## config.mk

```make
export PLATFORM = sky130hd
export DESIGN_NAME = operand_forward_ctrl
export DESIGN_NICKNAME = d
export VERILOG_FILES = /design/src/rtl/fwd_pkg.sv /design/src/rtl/fwd_sel_logic.sv /design/src/rtl/operand_forward_ctrl.sv
export SDC_FILE = /design/constraint.sdc
export NUM_CORES = 1
export LEC_CHECK = 0
export BUFFER_PORTS_ARGS = -buffer_cell sky130_fd_sc_hd__buf_2
export CAP_MARGIN = 20
export CORE_MARGIN = 10
export CORE_UTILIZATION = 45
export DETAILED_ROUTE_END_ITERATION = 16
export PLACE_DENSITY = 0.73
export REMOVE_ABC_BUFFERS = 1
export SLEW_MARGIN = 0
export SYNTH_ARGS = -nofsm -noshare
export SYNTH_HDL_FRONTEND = slang
export SYNTH_SLANG_ARGS = --single-unit
```

## constraint.sdc

```tcl
create_clock -name CLK -period 2.7 [get_ports CLK]
set_input_delay 0.27 -clock CLK [delete_from_list [all_inputs] [get_ports CLK]]
set_output_delay 0.27 -clock CLK [all_outputs]
set_load 0.005 [all_outputs]
```

## src/rtl/fwd_pkg.sv

```systemverilog
`default_nettype none
// ============================================================================
//  Module      : fwd_pkg
//  Description : Shared select encodings, pipeline tag types and helpers for
//                the EX-stage operand forwarding controller.
//  Revision    : 1.0  initial release
// ============================================================================
package fwd_pkg;

    // Width of a register index carried in the shadow tags
    localparam int REG_W = 5;

    // EX operand mux select encodings
    localparam logic [1:0] FWD_RF  = 2'b00;  // register file read data
    localparam logic [1:0] FWD_MEM = 2'b01;  // ALU result now in MEM
    localparam logic [1:0] FWD_WB  = 2'b10;  // result now in WB
    localparam logic [1:0] FWD_ALT = 2'b11;  // PC or immediate

    // Shadow tag of the instruction sitting in EX
    typedef struct packed {
        logic             valid;
        logic [REG_W-1:0] rd;
        logic             reg_write;
        logic             mem_read;
    } stage_tag_t;

    // Shadow tag of the instruction sitting in MEM; load status is no longer
    // needed once the value is on its way out of the memory stage
    typedef struct packed {
        logic             valid;
        logic [REG_W-1:0] rd;
        logic             reg_write;
    } mem_tag_t;

    // A producer is worth forwarding from only if it really writes a
    // register other than x0
    function automatic logic ex_live(input stage_tag_t t);
        return t.valid && t.reg_write && (t.rd != '0);
    endfunction

    function automatic logic mem_live(input mem_tag_t t);
        return t.valid && t.reg_write && (t.rd != '0);
    endfunction

endpackage : fwd_pkg
`default_nettype wire

```

## src/rtl/fwd_sel_logic.sv

```systemverilog
`default_nettype none
// ============================================================================
//  Module      : fwd_sel_logic
//  Description : Per-operand forwarding select priority compare. Purely
//                combinational; one instance per EX operand.
//  Revision    : 1.0  initial release
// ============================================================================
module fwd_sel_logic
    import fwd_pkg::*;
#(
    parameter int XLEN_REGS = 5
) (
    input  logic                 i_force_alt,
    input  logic [XLEN_REGS-1:0] i_rs,
    input  logic                 i_ex_live,
    input  logic [XLEN_REGS-1:0] i_ex_rd,
    input  logic                 i_mem_live,
    input  logic [XLEN_REGS-1:0] i_mem_rd,
    output logic [1:0]           o_sel
);

    logic w_ex_hit;
    logic w_mem_hit;

    // Liveness already excludes x0, so a zero source index can never hit
    assign w_ex_hit  = i_ex_live  && (i_ex_rd  == i_rs);
    assign w_mem_hit = i_mem_live && (i_mem_rd == i_rs);

    // Priority: forced PC/imm, youngest producer (EX), older producer (MEM)
    always_comb begin
        o_sel = FWD_RF;
        if (i_force_alt) begin
            o_sel = FWD_ALT;
        end else if (w_ex_hit) begin
            o_sel = FWD_MEM;
        end else if (w_mem_hit) begin
            o_sel = FWD_WB;
        end
    end

endmodule : fwd_sel_logic
`default_nettype wire

```

## src/rtl/operand_forward_ctrl.sv

```systemverilog
`default_nettype none
// ============================================================================
//  Module      : operand_forward_ctrl
//  Description : Forwarding and load-use hazard controller for a 5-stage
//                pipeline. Tracks EX/MEM destination tags, registers the EX
//                operand mux selects and raises a one-cycle load-use stall.
//  Revision    : 1.0  initial release
// ============================================================================
module operand_forward_ctrl
    import fwd_pkg::*;
#(
    parameter int XLEN_REGS = 5,
    parameter int CNT_W     = 32
) (
    input  logic                 CLK,
    input  logic                 RESET,
    input  logic                 id_valid,
    input  logic [XLEN_REGS-1:0] id_rs1,
    input  logic [XLEN_REGS-1:0] id_rs2,
    input  logic [XLEN_REGS-1:0] id_rd,
    input  logic                 id_reg_write,
    input  logic                 id_mem_read,
    input  logic                 id_use_pc_a,
    input  logic                 id_use_imm_b,
    input  logic                 flush,
    output logic [1:0]           fwd_a_sel,
    output logic [1:0]           fwd_b_sel,
    output logic                 stall,
    output logic [CNT_W-1:0]     stall_count
);

    stage_tag_t       r_ex_tag;
    mem_tag_t         r_mem_tag;
    logic [1:0]       r_sel_a;
    logic [1:0]       r_sel_b;
    logic [CNT_W-1:0] r_stall_cnt;

    logic             w_ex_live;
    logic             w_mem_live;
    logic             w_load_hit;
    logic             w_stall;
    logic             w_kill;
    logic [1:0]       w_sel_a;
    logic [1:0]       w_sel_b;

    assign w_ex_live  = ex_live(r_ex_tag);
    assign w_mem_live = mem_live(r_mem_tag);

    // A load in EX whose rd matches either ID source. Both sources count even
    // when the operand is overridden by PC/imm; the extra stall is harmless.
    assign w_load_hit = w_ex_live && r_ex_tag.mem_read &&
                        ((r_ex_tag.rd == id_rs1) || (r_ex_tag.rd == id_rs2));

    // A redirect kills the ID instruction, so it cannot create a hazard
    assign w_stall = id_valid && !flush && w_load_hit;
    assign w_kill  = flush || w_stall;

    fwd_sel_logic #(
        .XLEN_REGS (XLEN_REGS)
    ) u_sel_a (
        .i_force_alt (id_use_pc_a),
        .i_rs        (id_rs1),
        .i_ex_live   (w_ex_live),
        .i_ex_rd     (r_ex_tag.rd),
        .i_mem_live  (w_mem_live),
        .i_mem_rd    (r_mem_tag.rd),
        .o_sel       (w_sel_a)
    );

    fwd_sel_logic #(
        .XLEN_REGS (XLEN_REGS)
    ) u_sel_b (
        .i_force_alt (id_use_imm_b),
        .i_rs        (id_rs2),
        .i_ex_live   (w_ex_live),
        .i_ex_rd     (r_ex_tag.rd),
        .i_mem_live  (w_mem_live),
        .i_mem_rd    (r_mem_tag.rd),
        .o_sel       (w_sel_b)
    );

    // Advance shadow tags and capture the selects for the instruction entering EX
    always_ff @(posedge CLK) begin
        if (RESET) begin
            r_ex_tag  <= '0;
            r_mem_tag <= '0;
            r_sel_a   <= FWD_RF;
            r_sel_b   <= FWD_RF;
        end else begin
            r_mem_tag.valid     <= r_ex_tag.valid;
            r_mem_tag.rd        <= r_ex_tag.rd;
            r_mem_tag.reg_write <= r_ex_tag.reg_write;
            if (w_kill) begin
                // Bubble: nothing valid enters EX, operands are don't-care
                r_ex_tag <= '0;
                r_sel_a  <= FWD_RF;
                r_sel_b  <= FWD_RF;
            end else begin
                r_ex_tag.valid     <= id_valid;
                r_ex_tag.rd        <= id_rd;
                r_ex_tag.reg_write <= id_reg_write;
                r_ex_tag.mem_read  <= id_mem_read;
                r_sel_a            <= w_sel_a;
                r_sel_b            <= w_sel_b;
            end
        end
    end

    // Count stalled cycles; wraps naturally at the counter width
    always_ff @(posedge CLK) begin
        if (RESET) begin
            r_stall_cnt <= '0;
        end else if (w_stall) begin
            r_stall_cnt <= r_stall_cnt + 1'b1;
        end
    end

    assign fwd_a_sel   = r_sel_a;
    assign fwd_b_sel   = r_sel_b;
    assign stall       = w_stall;
    assign stall_count = r_stall_cnt;

endmodule : operand_forward_ctrl
`default_nettype wire

```

======== After elaboration in Yosys (flattened, before gate mapping) ========
Index checks and enable logic that the tools add are counted.
operators by class
  reduce and logical (&&, ||, !) cells .... 18
  add/subtract/negate cells ............... 1
  multiplexer cells ....................... 6
  equal/unequal tests ..................... 4
operators by type and width
  cell                                                             number
  32-bit by 1-bit adder with 32-bit output, second input constant  1
  5-bit == test                                                    4
  1-bit logical AND                                                12
  2-bit two-way mux                                                6
  5-bit nonzero test                                               2
  1-bit logical OR                                                 2
  2-bit OR reduction                                               1
  1-bit zero test                                                  1
word-level totals
  output and inout port bits .............. 37
  word-level logic and storage cells ...... 39
  input bits .............................. 23
  flip-flop bits (word level) ............. 51

======== Logic depth before layout (Yosys ltp) ========
Gate-level depths: netlist of run 1.
  word-level depth ........................ 7
  gate-level depth with buffers ........... 7
  mapped depth without buffers ............ 6

======== By module ========
Synthesis of run 1 repeated with hierarchy kept, for this count alone.
second synthesis, totals
  cells, all modules ...................... 294
  area, all modules ....................... 2622.5 µm²
by module, submodules not included
  module                cells each  area each (µm²)  seq. area each (µm²)  times used
  operand_forward_ctrl  264         2364.8           1021.0                1
  fwd_sel_logic         15          128.9            0.0                   2

======== Least setup slack after synthesis of run 1 ========
Ideal clock, no wire load.
  path kind ............................... register to register
  start point ............................. register r_stall_cnt[0] (netlist: stall_count[0])
  end point ............................... register r_stall_cnt[22] (netlist: stall_count[22])
  required time ........................... 2579 ps
  path slack .............................. 747 ps
  arrival ................................. 1832 ps
  period minus slack after synthesis ...... 1953 ps
  setup time .............................. 121 ps
  stages on the path, launching flop included .. 8
  path buffers ............................ 1
  cell sequence ........................... dfxtp_1 > ha_1 > and3_1 > nand2b_1 > or3_1 > buf_2 > nor4_1 > mux2_2
between the ends
  word-level cells in the longest chain between the ends .. 1
ends and longest elaborated chain
  element                                   RTL line                     source
  start: declaration                        operand_forward_ctrl.sv:36   logic [CNT_W-1:0] r_stall_cnt;
  start signal: assignment                  operand_forward_ctrl.sv:114  r_stall_cnt <= r_stall_cnt + 1'b1;
  32-bit by 1-bit adder with 32-bit output  operand_forward_ctrl.sv:114
No other way between the ends.
A chain may end at the register's enable or synchronous reset.

======== Worst setup path after layout of run 1 ========
  start point ............................. register r_ex_tag[3] in the netlist's numbering
  end point ............................... output stall
between the ends
  word-level cells in the longest chain between the ends .. 5
  elaborated cells between the ends (all ways) .. 8
  classes of those cells .................. eq/ne (2); reduce/logical (6)
ends and longest elaborated chain
  element                RTL line                    source
  start: declaration     operand_forward_ctrl.sv:32  stage_tag_t r_ex_tag;
  5-bit nonzero test     fwd_pkg.sv:38               return t.valid && t.reg_write && (t.rd != '0);
  1-bit logical AND      fwd_pkg.sv:38
  1-bit logical AND      operand_forward_ctrl.sv:51  assign w_load_hit = w_ex_live && r_ex_tag.mem_read &&
  1-bit logical AND (*)  operand_forward_ctrl.sv:51
  1-bit logical AND (*)  operand_forward_ctrl.sv:55  assign w_stall = id_valid && !flush && w_load_hit;
  end: declaration       operand_forward_ctrl.sv:28  output logic stall,
Every way passes the cells marked *; elsewhere a longest branch is shown, timed or not.

==> results of run 1 <==
## report_power, final
group / switching, W / internal (W)
combinational: 0.0000496 / 0.0000428
sequential: 0.00000961 / 0.000762
clock: 0.000261 / 0.000276
## final timing paths
path	from	to	slack (ns)
max	r_ex_tag[3]$_SDFF_PP0_	stall	0.43
min	id_rd[2]	r_ex_tag[4]$_SDFF_PP0_	0.16
max reg2reg	r_ex_tag[2]$_SDFF_PP0_	stall_count[13]$_SDFFE_PP0P_	0.54
min reg2reg	stall_count[10]$_SDFFE_PP0P_	stall_count[10]$_SDFFE_PP0P_	0.52
## cell usage after synthesis, types with 9 or more instances
cell type	instances
xor2_1	12
nand4_1	16
mux2_2	16
dfxtp_1	51
nor2_1	21
nand3_1	9
a21oi_1	18
nor2b_1	26
or4_1	13
clkbuf_1	9
nand2_1	13
nor3_1	11
o31ai_1	9
and2_1	9
nor4_1	12
## cell families after synthesis
kind of cell	count (synthesis)	share of synthesized area (%)
AOI/OAI and AO/OA	45	11.4
xor gates and xnor gates	20	6.41
adders and majority gates	1	0.458
buffers and inverters	24	5.59
DFF	51	37.4
muxes	16	6.59
and+or+nand+nor	150	32.1
## worst max-delay path, cell delays in order, from the launching register on
cell     delay, ns
dfxtp_1       0.37
or4_4         0.58
o211a_1       0.40
o211a_1       0.21
buf_2         0.13
## registers in the layout (all words and copies together), names as in the netlist
name,flops
fwd_b_sel,2
stall_count,32
r_mem_tag,7
r_ex_tag,8
fwd_a_sel,2
## final cells by class
type / count / area (µm²) / share of cell area, %
clock buffer: 5 / 68.8 / 2.17
timing repair buffer: 68 / 363 / 11.4
sequential: 51 / 1020 / 32.2
inverter: 6 / 22.5 / 0.710
tap: 75 / 93.8 / 2.96
clock inverter: 3 / 43.8 / 1.38
multi-input combinational: 232 / 1560 / 49.2
## routing by layer
| layer | track usage, % | vias up | share of wire [%] |
|---|---|---|---|
| li1 | - | 1233 | - |
| met1 | 17.0 | 1151 | 44 |
| met2 | 22.8 | 63 | 48 |
| met3 | 3.45 | 10 | 6.0 |
| met4 | 4.03 | 0 | 1.3 |
| met5 | 0 | - | 0 |
## through the flow
step	setup WS, ns	utilization (%)
after floorplan	0.431	-
after global placement	0.562	51.7
after CTS	0.417	53.6
after global routing	0.336	53.6
after detailed placement	0.540	51.7
final	0.426	53.6
==> flow_metrics.py, run 1 <==
metrics = {
    "synth": {
        "ys_warn_count": 0,
        "yosysSeqAreaShare_pct": 37.4,
        "synth_cells": 307,
        "ys_ff_latch": 51,
        "synth_flop_cell": "dfxtp_1",
        "syn_area_per_cell_um2": 8.90,
        "synth_top_cells_by_area": "dfxtp_1 37%, mux2_2 6.6%, nor2b_1 6.0%, xor2_1 3.8%, nand4_1 3.7%",
        "synth_area_um2": 2730,
        "synth_top_cell_area_share_pct": 37.4,
        "synth_edf_count": 0,
        "async_flop_share_pct": 0,
        "synth_cell_types": 43,
        "synth_area_leader_cell": "dfxtp_1",
    },
    "setup_path": {
        "worst_setup_path_end_kind": "output port",
        "r2r_cells": 6,
        "critPathKind": "register to output port",
        "start_kind": "register",
        "cp.arrival_ns": 2.00,
        "cp_data_required_time_ns": 2.43,
        "crit_fanout": 11,
    },
    "clock_network": {
        "clockBufferDepth": 2,
        "cts_resized": 0,
        "clkLatencyLatePin_ns": 0.30,
        "cts_tree": "built",
        "post_cts_buffers": 0,
        "htreeDepth": 2,
        "holdBufCountCts": 0,
        "path_clk_slew_ns": 0.09,
        "cts.sinks": 51,
        "numCtsBuffers": 5,
        "clockRootBuffer": "clkbuf_8",
    },
    "routing": {
        "postRouteAntennaNets": 0,
        "wl_per_cell_um": 15.4,
        "drc_errors": 0,
        "first_pass_iters": 4,
        "drt_iter0_markers": 123,
        "vias": 2457,
        "via_per_inst": 5.58,
        "routed_wl_mm": 6.78,
    },
    "floorplan": {
        "core_um2": 5920,
        "dieArea_um2": 9590,
        "start_util_pct": 46.2,
        "die_h_um": 97.9,
        "die_x_um": 97.9,
        "io_pins": 60,
        "num_rows": 28,
    },
    "global_route": {
        "grt_overflow": 0,
        "grt_max_degree": 51,
        "grt_usage_pct": 13.7,
        "grt_pass1_wl_mm": 11.5,
        "grt_pass1_vias": 2395,
        "antenna_found_initial": 0,
    },
    "sta": {
        "worst_pin_slew_ns": 0.899,
        "fmax_ghz": 0.440,
        "fin_crit_sh_pct": 84.2,
        "timing.final.crit_period_ns": 2.27,
        "max_slew_margin_pct": 40.1,
        "final-setup-viol-count": 0,
        "hold_slack_ns": 0.158,
        "hold_violations": 0,
        "drv_slew": 0,
        "setup_tns_ns": 0,
        "rsz0062_at_grt": "false",
        "final.setup_skew_ns": 0.00279,
    },
    "cells_and_area": {
        "fin_area_um2": 3170,
        "post_route_cells_drive_above_1_share_pct": 27.7,
        "final_common_cell": "buf_2",
        "nets": 388,
        "n_antenna_cell": 0,
        "syn2layout_area_growth_pct": 16.1,
        "nFillCells": 572,
        "layout.cells.non_filler": 440,
        "mostFrequentLayoutCells": "59 x buf_2, 51 x dfxtp_1, 26 x nor2b_1, 21 x nor2_1, 18 x a21oi_1",
    },
    "place": {
        "dp.final_hpwl_mm": 5.09,
        "placed_cells": 432,
        "placed_area_um2": 3060,
        "io_buffer_count": 59,
        "place.gp.congestion": 0.870,
    },
    "pwr": {
        "ir_worst_vdd_uv": 201,
        "power_w": 0.00140,
        "leakagePower_nw": 1.30,
        "powerDensity_nw_per_um2": 442,
    },
    "min_path": {
        "whs_path_depth": 2,
        "hp-class": "input port to register",
    },
    "outcome": {
        "outcome": "complete, no violations",
    },
    "job": {
        "maxCapViolations": 0,
    },
}
No activity file was read; power rests on OpenSTA's default activity.
==> inputs of run 2 (changes only) <==
- clock period: 2.7 -> 2.3 ns (I/O delays scaled with it)
==> run 2 against run 1 <==
Routed wire length shrank 0.74%; clock power grew 6.1%; largest power group unchanged; die area is the same; clock-buffer cell count grew 2; utilization grew 0.27 points; combinational power grew 19%; clock skew grew 0.0066 ns; critical endpoint unchanged; cell area grew 0.51%.
==> flow_metrics.py, run 2 (same netlist as run 1, synthesis figures left out) <==
metrics = {
    "sta": {
        "hold_violations": 0,
        "setup_tns_ns": 0,
        "timing.final.crit_period_ns": 2.20,
        "rsz0062_at_grt": "false",
        "hold_slack_ns": 0.115,
        "drv_slew": 0,
        "fmax_ghz": 0.455,
        "worst_pin_slew_ns": 0.828,
        "final.setup_skew_ns": 0.00937,
        "fin_crit_sh_pct": 95.6,
        "final-setup-viol-count": 0,
        "max_slew_margin_pct": 44.8,
    },
    "cells_and_area": {
        "largest_reg_flops": 32,
        "final_common_cell": "buf_2",
        "fin_area_um2": 3190,
        "n_antenna_cell": 0,
        "mostFrequentLayoutCells": "59 x buf_2, 51 x dfxtp_1, 26 x nor2b_1, 21 x nor2_1, 18 x a21oi_1",
        "post_route_cells_drive_above_1_share_pct": 28.2,
        "nets": 388,
        "nFillCells": 565,
        "syn2layout_area_growth_pct": 16.7,
        "layout.cells.non_filler": 440,
    },
    "min_path": {
        "hp-class": "input port to register",
    },
    "global_route": {
        "grt_pass1_wl_mm": 11.3,
        "grt_usage_pct": 13.7,
        "grt_max_degree": 49,
        "antenna_found_initial": 0,
        "grt_pass1_vias": 2380,
        "grt_overflow": 0,
    },
    "setup_path": {
        "worst_setup_path_end_kind": "output port",
        "cp_slowest_cell": "or4_4",
        "crit_fanout": 11,
        "path_common_cell": "o211a_1",
        "critical-path-max-stage-delay_ns": 0.57,
        "crit_chain": "or4_4, o211a_1, o211a_1, buf_2",
        "cp.arrival_ns": 1.97,
        "start_kind": "register",
        "cp_data_required_time_ns": 2.07,
        "critPathKind": "register to output port",
    },
    "pwr": {
        "power_w": 0.00159,
        "powerDensity_nw_per_um2": 497,
        "ir_worst_vdd_uv": 312,
        "leakagePower_nw": 1.30,
    },
    "floorplan": {
        "num_rows": 28,
        "io_pins": 60,
        "die_h_um": 97.9,
        "start_util_pct": 46.2,
        "dieArea_um2": 9590,
        "core_um2": 5920,
        "die_x_um": 97.9,
    },
    "routing": {
        "routed.top_layer": "met4",
        "postRouteAntennaNets": 0,
        "drc_errors": 0,
        "wl_per_cell_um": 15.3,
        "wl_met1_mm": 2.99,
        "first_pass_iters": 4,
        "dr_wl_met2_mm": 3.23,
        "vias": 2421,
        "via_per_inst": 5.50,
        "drt_iter0_markers": 161,
        "wl_met3_um": 462,
        "routed_wl_mm": 6.73,
    },
    "place": {
        "placed_cells": 432,
        "io_buffer_count": 59,
        "placed_area_um2": 3070,
        "dp.final_hpwl_mm": 4.96,
        "place.gp.congestion": 0.888,
    },
    "clock_network": {
        "cts.sinks": 51,
        "clkLatencyLatePin_ns": 0.30,
        "cts_tree": "built",
        "numCtsBuffers": 5,
        "clockRootBuffer": "clkbuf_8",
        "clockBufferDepth": 2,
        "path_clk_slew_ns": 0.10,
        "htreeDepth": 2,
    },
    "job": {
        "maxCapViolations": 0,
    },
    "outcome": {
        "outcome": "complete, no violations",
    },
}
run 2: changes by cell type in the layout (fill, tap and decap cells not counted), sizes merged:
| cell | previous run | this run |
|---|---|---|
| clkinv | 2 | 0 |
| clkinvlp | 0 | 1 |
| clkbuf | 5 | 7 |
| bufinv | 1 | 0 |
run 2: path summary, 6_finish.rpt:
check / start / endpoint / slack, ns / cells past startpoint
worst max-delay path: r_ex_tag[3]$_SDFF_PP0_ / stall / 0.10 / 4
worst min-delay path: id_rd[0] / r_ex_tag[2]$_SDFF_PP0_ / 0.11 / 2
worst max register to register: stall_count[0]$_SDFFE_PP0P_ / stall_count[18]$_SDFFE_PP0P_ / 0.17 / 6
worst min register to register: stall_count[17]$_SDFFE_PP0P_ / stall_count[17]$_SDFFE_PP0P_ / 0.52 / 2
run 2: final cells by class:
| class | count | area, µm² | area share, % |
|---|---|---|---|
| Tap cell | 75 | 93.8 | 2.94 |
| Sequential cell | 51 | 1020 | 32.0 |
| Clock inverter | 1 | 7.51 | 0.235 |
| Timing Repair Buffer | 68 | 375 | 11.8 |
| Inverter | 6 | 22.5 | 0.706 |
| Multi-Input combinational cell | 232 | 1570 | 49.3 |
| Clock buffer | 7 | 96.3 | 3.02 |
run 2: metrics by stage:
step	setup slack (ns)	utilization, %
after floorplan	0.0310	-
after global placement	0.251	51.9
after detailed placement	0.171	51.9
after CTS	0.122	53.6
after global routing	0.0368	53.8
final	0.102	53.8
run 2: metal layers:
| metal | vias up | global-route usage [%] |
|---|---|---|
| met4 | 0 | 4.36 |
| met3 | 2 | 4.02 |
| met2 | 62 | 23.0 |
| li1 | 1239 | - |
| met5 | - | 0 |
| met1 | 1118 | 16.3 |
run 2: timing repair:
item,in CTS,in global routing
buffers inserted,0,0
hold buffers,0,0
endpoints found under the setup margin,0,1
gates resized for setup,0,2
run 2: critical path, delay by kind of cell (launching register included):
kind,cells,cell delay [ns]
buffers and inverters,1,0.12
and+or+nand+nor,1,0.57
AOI/OAI and AO/OA,2,0.60
DFF,1,0.37
run 2: where the power goes:
group,internal [W],leakage (nW),switching (W)
Clock,0.000274,0.0505,0.000296
Sequential,0.000894,0.413,0.0000105
Combinational,0.0000511,0.835,0.0000594
Total,0.00122,1.30,0.000366
